## src/rtl/vga_timing_gen.sv

```systemverilog
// Raster timing generator: divides the system clock down to a pixel tick,
// walks the horizontal/vertical counters over the full raster and produces
// sync, blanking and line/frame markers aligned to the counter values.
module vga_timing_gen #(
  parameter int CLK_DIV  = 2,
  parameter int H_ACTIVE = 640,
  parameter int H_FP     = 16,
  parameter int H_SYNC   = 96,
  parameter int H_BP     = 48,
  parameter int V_ACTIVE = 480,
  parameter int V_FP     = 10,
  parameter int V_SYNC   = 2,
  parameter int V_BP     = 33
) (
  input  logic        clk,
  input  logic        rst,
  output logic        pix_en,
  output logic [15:0] H_Counter_Value,
  output logic [15:0] V_Counter_Value,
  output logic        hsync,
  output logic        vsync,
  output logic        video_on,
  output logic        line_end,
  output logic        frame_end
);

  // A one-bit divider is kept even for CLK_DIV=1; it then simply stays at 0.
  localparam int DIV_W = (CLK_DIV > 1) ? $clog2(CLK_DIV) : 1;
  localparam logic [DIV_W-1:0] DIV_LAST = DIV_W'(CLK_DIV - 1);

  localparam logic [15:0] H_LAST    = 16'(H_ACTIVE + H_FP + H_SYNC + H_BP - 1);
  localparam logic [15:0] V_LAST    = 16'(V_ACTIVE + V_FP + V_SYNC + V_BP - 1);
  localparam logic [15:0] H_ACT     = 16'(H_ACTIVE);
  localparam logic [15:0] V_ACT     = 16'(V_ACTIVE);
  localparam logic [15:0] HS_START  = 16'(H_ACTIVE + H_FP);
  localparam logic [15:0] HS_STOP   = 16'(H_ACTIVE + H_FP + H_SYNC);
  localparam logic [15:0] VS_START  = 16'(V_ACTIVE + V_FP);
  localparam logic [15:0] VS_STOP   = 16'(V_ACTIVE + V_FP + V_SYNC);

  // Active-low sync decode: low while cnt is inside [start, stop).
  function automatic logic sync_n(input logic [15:0] cnt,
                                  input logic [15:0] start,
                                  input logic [15:0] stop);
    return !((cnt >= start) && (cnt < stop));
  endfunction

  logic [DIV_W-1:0] div_q, div_d;
  logic [15:0]      h_q, h_d;
  logic [15:0]      v_q, v_d;
  logic             hsync_q, hsync_d;
  logic             vsync_q, vsync_d;
  logic             video_on_q, video_on_d;

  // Markers are decoded straight from registered state so they sit exactly
  // one clock before the edge on which the counters wrap.
  assign pix_en          = (div_q == DIV_LAST);
  assign line_end        = pix_en && (h_q == H_LAST);
  assign frame_end       = line_end && (v_q == V_LAST);
  assign H_Counter_Value = h_q;
  assign V_Counter_Value = v_q;
  assign hsync           = hsync_q;
  assign vsync           = vsync_q;
  assign video_on        = video_on_q;

  // Next-state: divider, counters, and sync/blank decoded from the next
  // counter values so the registered outputs move with the counters.
  always_comb begin
    div_d = div_q;
    h_d   = h_q;
    v_d   = v_q;
    if (pix_en) begin
      div_d = '0;
      if (h_q == H_LAST) begin
        h_d = '0;
        v_d = (v_q == V_LAST) ? 16'd0 : v_q + 16'd1;
      end else begin
        h_d = h_q + 16'd1;
      end
    end else begin
      div_d = div_q + 1'b1;
    end
    hsync_d    = sync_n(h_d, HS_START, HS_STOP);
    vsync_d    = sync_n(v_d, VS_START, VS_STOP);
    video_on_d = (h_d < H_ACT) && (v_d < V_ACT);
  end

  // State registers; reset puts the raster at (0,0), which is visible video.
  always_ff @(posedge clk or posedge rst) begin
    if (rst) begin
      div_q      <= '0;
      h_q        <= '0;
      v_q        <= '0;
      hsync_q    <= 1'b1;
      vsync_q    <= 1'b1;
      video_on_q <= 1'b1;
    end else begin
      div_q      <= div_d;
      h_q        <= h_d;
      v_q        <= v_d;
      hsync_q    <= hsync_d;
      vsync_q    <= vsync_d;
      video_on_q <= video_on_d;
    end
  end

endmodule
```

## config.mk

```make
export PLATFORM = sky130hd
export DESIGN_NAME = vga_timing_gen
export DESIGN_NICKNAME = d
export VERILOG_FILES = /design/src/rtl/vga_timing_gen.sv
export SDC_FILE = /design/constraint.sdc
export NUM_CORES = 1
export LEC_CHECK = 0
export ABC_AREA = 1
export CORE_ASPECT_RATIO = 1.75
export CORE_MARGIN = 2
export CORE_UTILIZATION = 46
export CTS_CLUSTER_DIAMETER = 40
export DETAILED_ROUTE_END_ITERATION = 16
export HOLD_SLACK_MARGIN = 0.12
export PLACE_DENSITY = 0.76
export SYNTH_ARGS = -nofsm -noshare
export SYNTH_HDL_FRONTEND = slang
export SYNTH_SLANG_ARGS = --single-unit
```

## constraint.sdc

```tcl
create_clock -name clk -period 2.4 [get_ports clk]
set_input_delay 0.36 -clock clk [delete_from_list [all_inputs] [get_ports clk]]
set_output_delay 0.36 -clock clk [all_outputs]
set_load 0.02 [all_outputs]
```

* Word-level counts from Yosys, hierarchy flattened
Cells that the tools add are included.
Cells by class: magnitude comparators 6, add/subtract/negate cells 3, multiplexer cells 6, equality and inequality tests 2, reductions and logical operators 7
Operator list (number):
- $mux W16 | 5
- $add A16 B1 Y16 const B | 2
- $eq A16 B10 Y1 const B | 2
- $lt A16 B10 Y1 const B | 2
- $lt A16 B9 Y1 const B | 2
- $ge A16 B10 Y1 const B | 1
- $ge A16 B9 Y1 const B | 1
- $logic_and A1 B1 Y1 | 5
- $logic_not A1 Y1 | 2
- $add A1 B1 Y1 const B | 1
- $mux W1 | 1
Word-level totals: bits in registers 36, bits of input ports 2, output and inout bits 38, logic and storage cells 30

* Depth between registers and ports, before layout
depth after elaboration 7, mapped depth 15, depth with buffers taken out 15

* Worst setup path after synthesis
Ideal clock, no wire load.
path type flip-flop to flip-flop, from reg h_q[1], in the netlist H_Counter_Value[1], to reg vsync_q, in the netlist vsync, path buffers 0, data arrival time 1.866 ns, data required time 2.314 ns, setup time 0.086 ns, cell stages (with the launch flop) 13, setup slack 0.448 ns, period minus slack after synthesis 1.952 ns, cell sequence dfrtp_1 ha_1 nand2_1 inv_2 nand2_4 nor2_4 nand2_2 nor2_4 nand3_1 nand3_1 nand2_1 nor3_1 nand3_1
Between the ends: cells in the longest elaborated chain, start to end 6, elaborated cells on any way between the ends 7, those cells by class order compare: 2; eq/ne: 1; mux: 2; reduce/logical: 2
Ends and longest elaborated chain:
- start: declaration | RTL line 48 | logic [15:0] h_q, h_d;
- start signal: assignment | RTL line 91 | h_q <= '0;
- start signal: assignment | RTL line 98 | h_q <= h_d;
- $eq A16 B10 Y1 * | RTL line 73 | if (h_q == H_LAST) begin
- $mux W16 * | RTL line 73
- $mux W16 * | RTL line 71 | if (pix_en) begin
- $ge A16 B9 Y1 or $lt A16 B9 Y1 (tied branches) | RTL line 44 | return !((cnt >= start) && (cnt < stop));
- $logic_and A1 B1 Y1 * | RTL line 44
- $logic_not A1 Y1 * | RTL line 44
- net vsync_d | RTL line 51 | logic vsync_q, vsync_d;
- end signal: assignment | RTL line 101 | vsync_q <= vsync_d;
- end: declaration | RTL line 51
Mark *: on every way through the listed nets, which the timed path passes. The rest lies on a longest branch.

* Worst setup path after layout
from reg h_q[0], in the netlist H_Counter_Value[0], to out frame_end
Between the ends: cells in the longest elaborated chain, start to end 3
Ends and longest elaborated chain:
- $eq A16 B10 Y1 | RTL line 57 | assign line_end = pix_en && (h_q == H_LAST);
- $logic_and A1 B1 Y1 | RTL line 57
- $logic_and A1 B1 Y1 | RTL line 58 | assign frame_end = line_end && (v_q == V_LAST);
- end: declaration | RTL line 24 | output logic frame_end
No other way between the ends.

==> flow_metrics.env <==
export IMPL_outcome="finished clean"
export IMPL_io_pins=40
export IMPL_drc=0
export IMPL_gr_usage_met1=0.242
export IMPL_clkLatencyLatePin_ps=290
export IMPL_htreeDepth=2
export IMPL_initialDrtViolationCount=99
export IMPL_cts_sinks=36
export IMPL_r2r_end="vsync"
export IMPL_antenna_found_initial=0
export IMPL_busiest_layer="met2"
export IMPL_min_path_type="in2async"
export IMPL_grt_remaining_overflow=0
export IMPL_totalPowerFinal_mw=1.07
export IMPL_post_route_min_period_ps=2140
export IMPL_endpoint_kind="primary output"
export IMPL_area_growth_pct=25.7
export IMPL_worst_r2r_setup_slack_ps=340
export IMPL_syn_nets=380
export IMPL_met3_usage=0.0398
export IMPL_grt_pass1_vias=2587
export IMPL_grt_first_pass_wirelength_um=11400
export IMPL_critPathSlowestCell="dfrtp_1"
export IMPL_path_common_cell="nand2_1"
export IMPL_cellLeakagePower_nw=1.62
export IMPL_setup_tns_final_ps=0
export IMPL_finalHoldViolCount=0
export IMPL_cts_buffers=5
export IMPL_ys_top_cells_by_area="dfrtp_1, nand2_1, inv_1, nor2_1, nand3_1"
export IMPL_syn_cell_area_um2=2470
export IMPL_chipWidth_um=59.4
export IMPL_timing_max_transition_violations_final=0
export IMPL_initial_core_util=0.475
export IMPL_clockRootBuffer="clkbuf_8"
export IMPL_worstSetupPathType="reg2out"
export IMPL_ys_types=28
export IMPL_syn_inst=375
export IMPL_slowest_delay_ps=380
export IMPL_finClkSkew_ps=4.99
export IMPL_reg2reg_depth=12
export IMPL_rsz0062_at_grt="no"
export IMPL_r2r_start="H_Counter_Value[0]"
export IMPL_p_per_area_nw_per_um2=344
export IMPL_cts_tree="done"
export IMPL_synth_top_area_frac=0.334
export IMPL_critical_path_cell_chain="ha_1 -> nand2_1 -> nor2_2 -> nand2_1 -> nor2_1 -> nand3_1 -> inv_1 -> clkbuf_2"
export IMPL_yosysSeqAreaShare=0.366
export IMPL_layout_common_cells="nand2_1, inv_1, nor2_1"
export IMPL_crit_arrival_ps=1780
export IMPL_vdd_ir_drop_max_mv=0.268
export IMPL_syn_area_per_cell_um2=6.60
export IMPL_grt_max_degree=37
export IMPL_fp_dieH_um=101
export IMPL_maxCapViolCount=0
export IMPL_clock_fmax_ghz=0.468
export IMPL_antenna_left=0
export IMPL_post_drt_wl_per_cell_um=13.9
export IMPL_ys_warn_count=0
export IMPL_vias=2555
export IMPL_dp_hpwl_um=5480
export IMPL_port_buffers=39
export IMPL_cts_buffer_depth=2
export IMPL_layout_commonest_cell="nand2_1"
export IMPL_core_area_um2=5210
export IMPL_gp_congestion=0.959
export IMPL_drive_gt1_frac=0.132
export IMPL_finalSetupViolations=0
export IMPL_die_area_um2=6000
export IMPL_use_met2=0.464
export IMPL_dr_pass1_iters=5
export IMPL_synth_top_area_cell="dfrtp_1"
export IMPL_worstSetupStartpointType="flop"
export IMPL_path_clk_slew_ps=70
export IMPL_slew_headroom=0.691
export IMPL_placementRows=35
export IMPL_cp_required_ps=2040
export IMPL_grt_use_total=0.254
export IMPL_timing_final_crit_share=0.890
export IMPL_routed_wl_um=6780
export IMPL_antenna_cells=0
export IMPL_max_slew_worst_pin_slew_ps=463
export IMPL_nets=437
export IMPL_cts_setup_buffers=0
export IMPL_critical_path_max_fanout=4
export IMPL_via_per_inst=5.24
export IMPL_ys_ff_latch=36
registers in the layout, indices dropped and copies added, names as in the netlist:
name and cells:
H_Counter_Value 16, hsync 1, pix_en 1, video_on 1, vsync 1, V_Counter_Value 16
final cells by class:
cell class                      count  area [um2]
Inverter                           67         253
Fill cell                         508        2100
Timing Repair Buffer               56         508
Multi-Input combinational cell    266        1280
Clock buffer                        8        90.1
Sequential cell                    36         905
Tap cell                           55        68.8
critical path, delay by kind of cell, from the launching register on:
family	cells	cell delay, ps
DFF	1	380
adders and majority gates	1	210
buffers and inverters	2	270
and+or+nand+nor	5	630
per-stage QoR:
stage                      util  hold slack [ps]  setup slack (ps)  cells  instance area, um2
after global routing      0.597              545              12.0    488                3110
after floorplan               -              525               448    375                2470
after global placement    0.580              576               154    480                3020
final                     0.597              481               263    488                3110
after CTS                 0.597              506              83.3    488                3110
after detailed placement  0.580              597               140    480                3020
worst max path at each step:
stage,cells after the start,start,end
final,8,H_Counter_Value[0],frame_end
after global routing,8,H_Counter_Value[0],frame_end
after CTS,8,H_Counter_Value[0],frame_end
after detailed placement,8,H_Counter_Value[0],frame_end
after global placement,8,H_Counter_Value[0],frame_end
after floorplan,12,H_Counter_Value[1],vsync
synthesized netlist by cell type:
cell type / instances
ha_1: 3
buf_4: 1
nand2_4: 1
nor2_2: 7
nor2_4: 4
nor4_1: 2
a21oi_1: 4
nor2_1: 62
clkinv_2: 1
o21ai_0: 7
or2_2: 2
o211ai_1: 1
o21ai_1: 2
buf_6: 1
nand2_1: 95
dfstp_2: 3
nand3_1: 38
nor3_1: 6
nand2_2: 6
nand4_1: 17
nand3_2: 2
clkinv_1: 1
inv_2: 3
dfrtp_1: 33
xor2_2: 1
inv_1: 62
buf_2: 4
xor2_1: 6
routing by layer:
layer  routed length [um]  vias to the layer above
met5                    0                        -
met4                  457                        0
met3                  247                       37
met2                 3770                       81
met1                 2310                     1158
li1                     -                     1279
power breakdown:
group | internal, mW | switching (mW) | total, mW
Sequential | 0.607 | 0 | 0.607
Combinational | 0.00261 | 0.0119 | 0.0146
Clock | 0.234 | 0.213 | 0.448
cell families (layout without fill, tap and decap cells):
family	count (synthesis)	in the layout	synth area share
simple gates	242	242	0.444
buf+inv	73	131	0.118
flops	36	36	0.366
compound gates	14	14	0.0293
xor+xnor	7	7	0.0278
fa+ha+maj	3	3	0.0152
repair_timing:
| action | CTS | global route |
|---|---|---|
| gates resized for setup | 2 | 6 |
| endpoints found under the setup margin | 2 | 3 |
| cloned | 0 | 0 |
| hold buffers | 0 | 0 |
No activity file was read; power rests on OpenSTA's default activity.
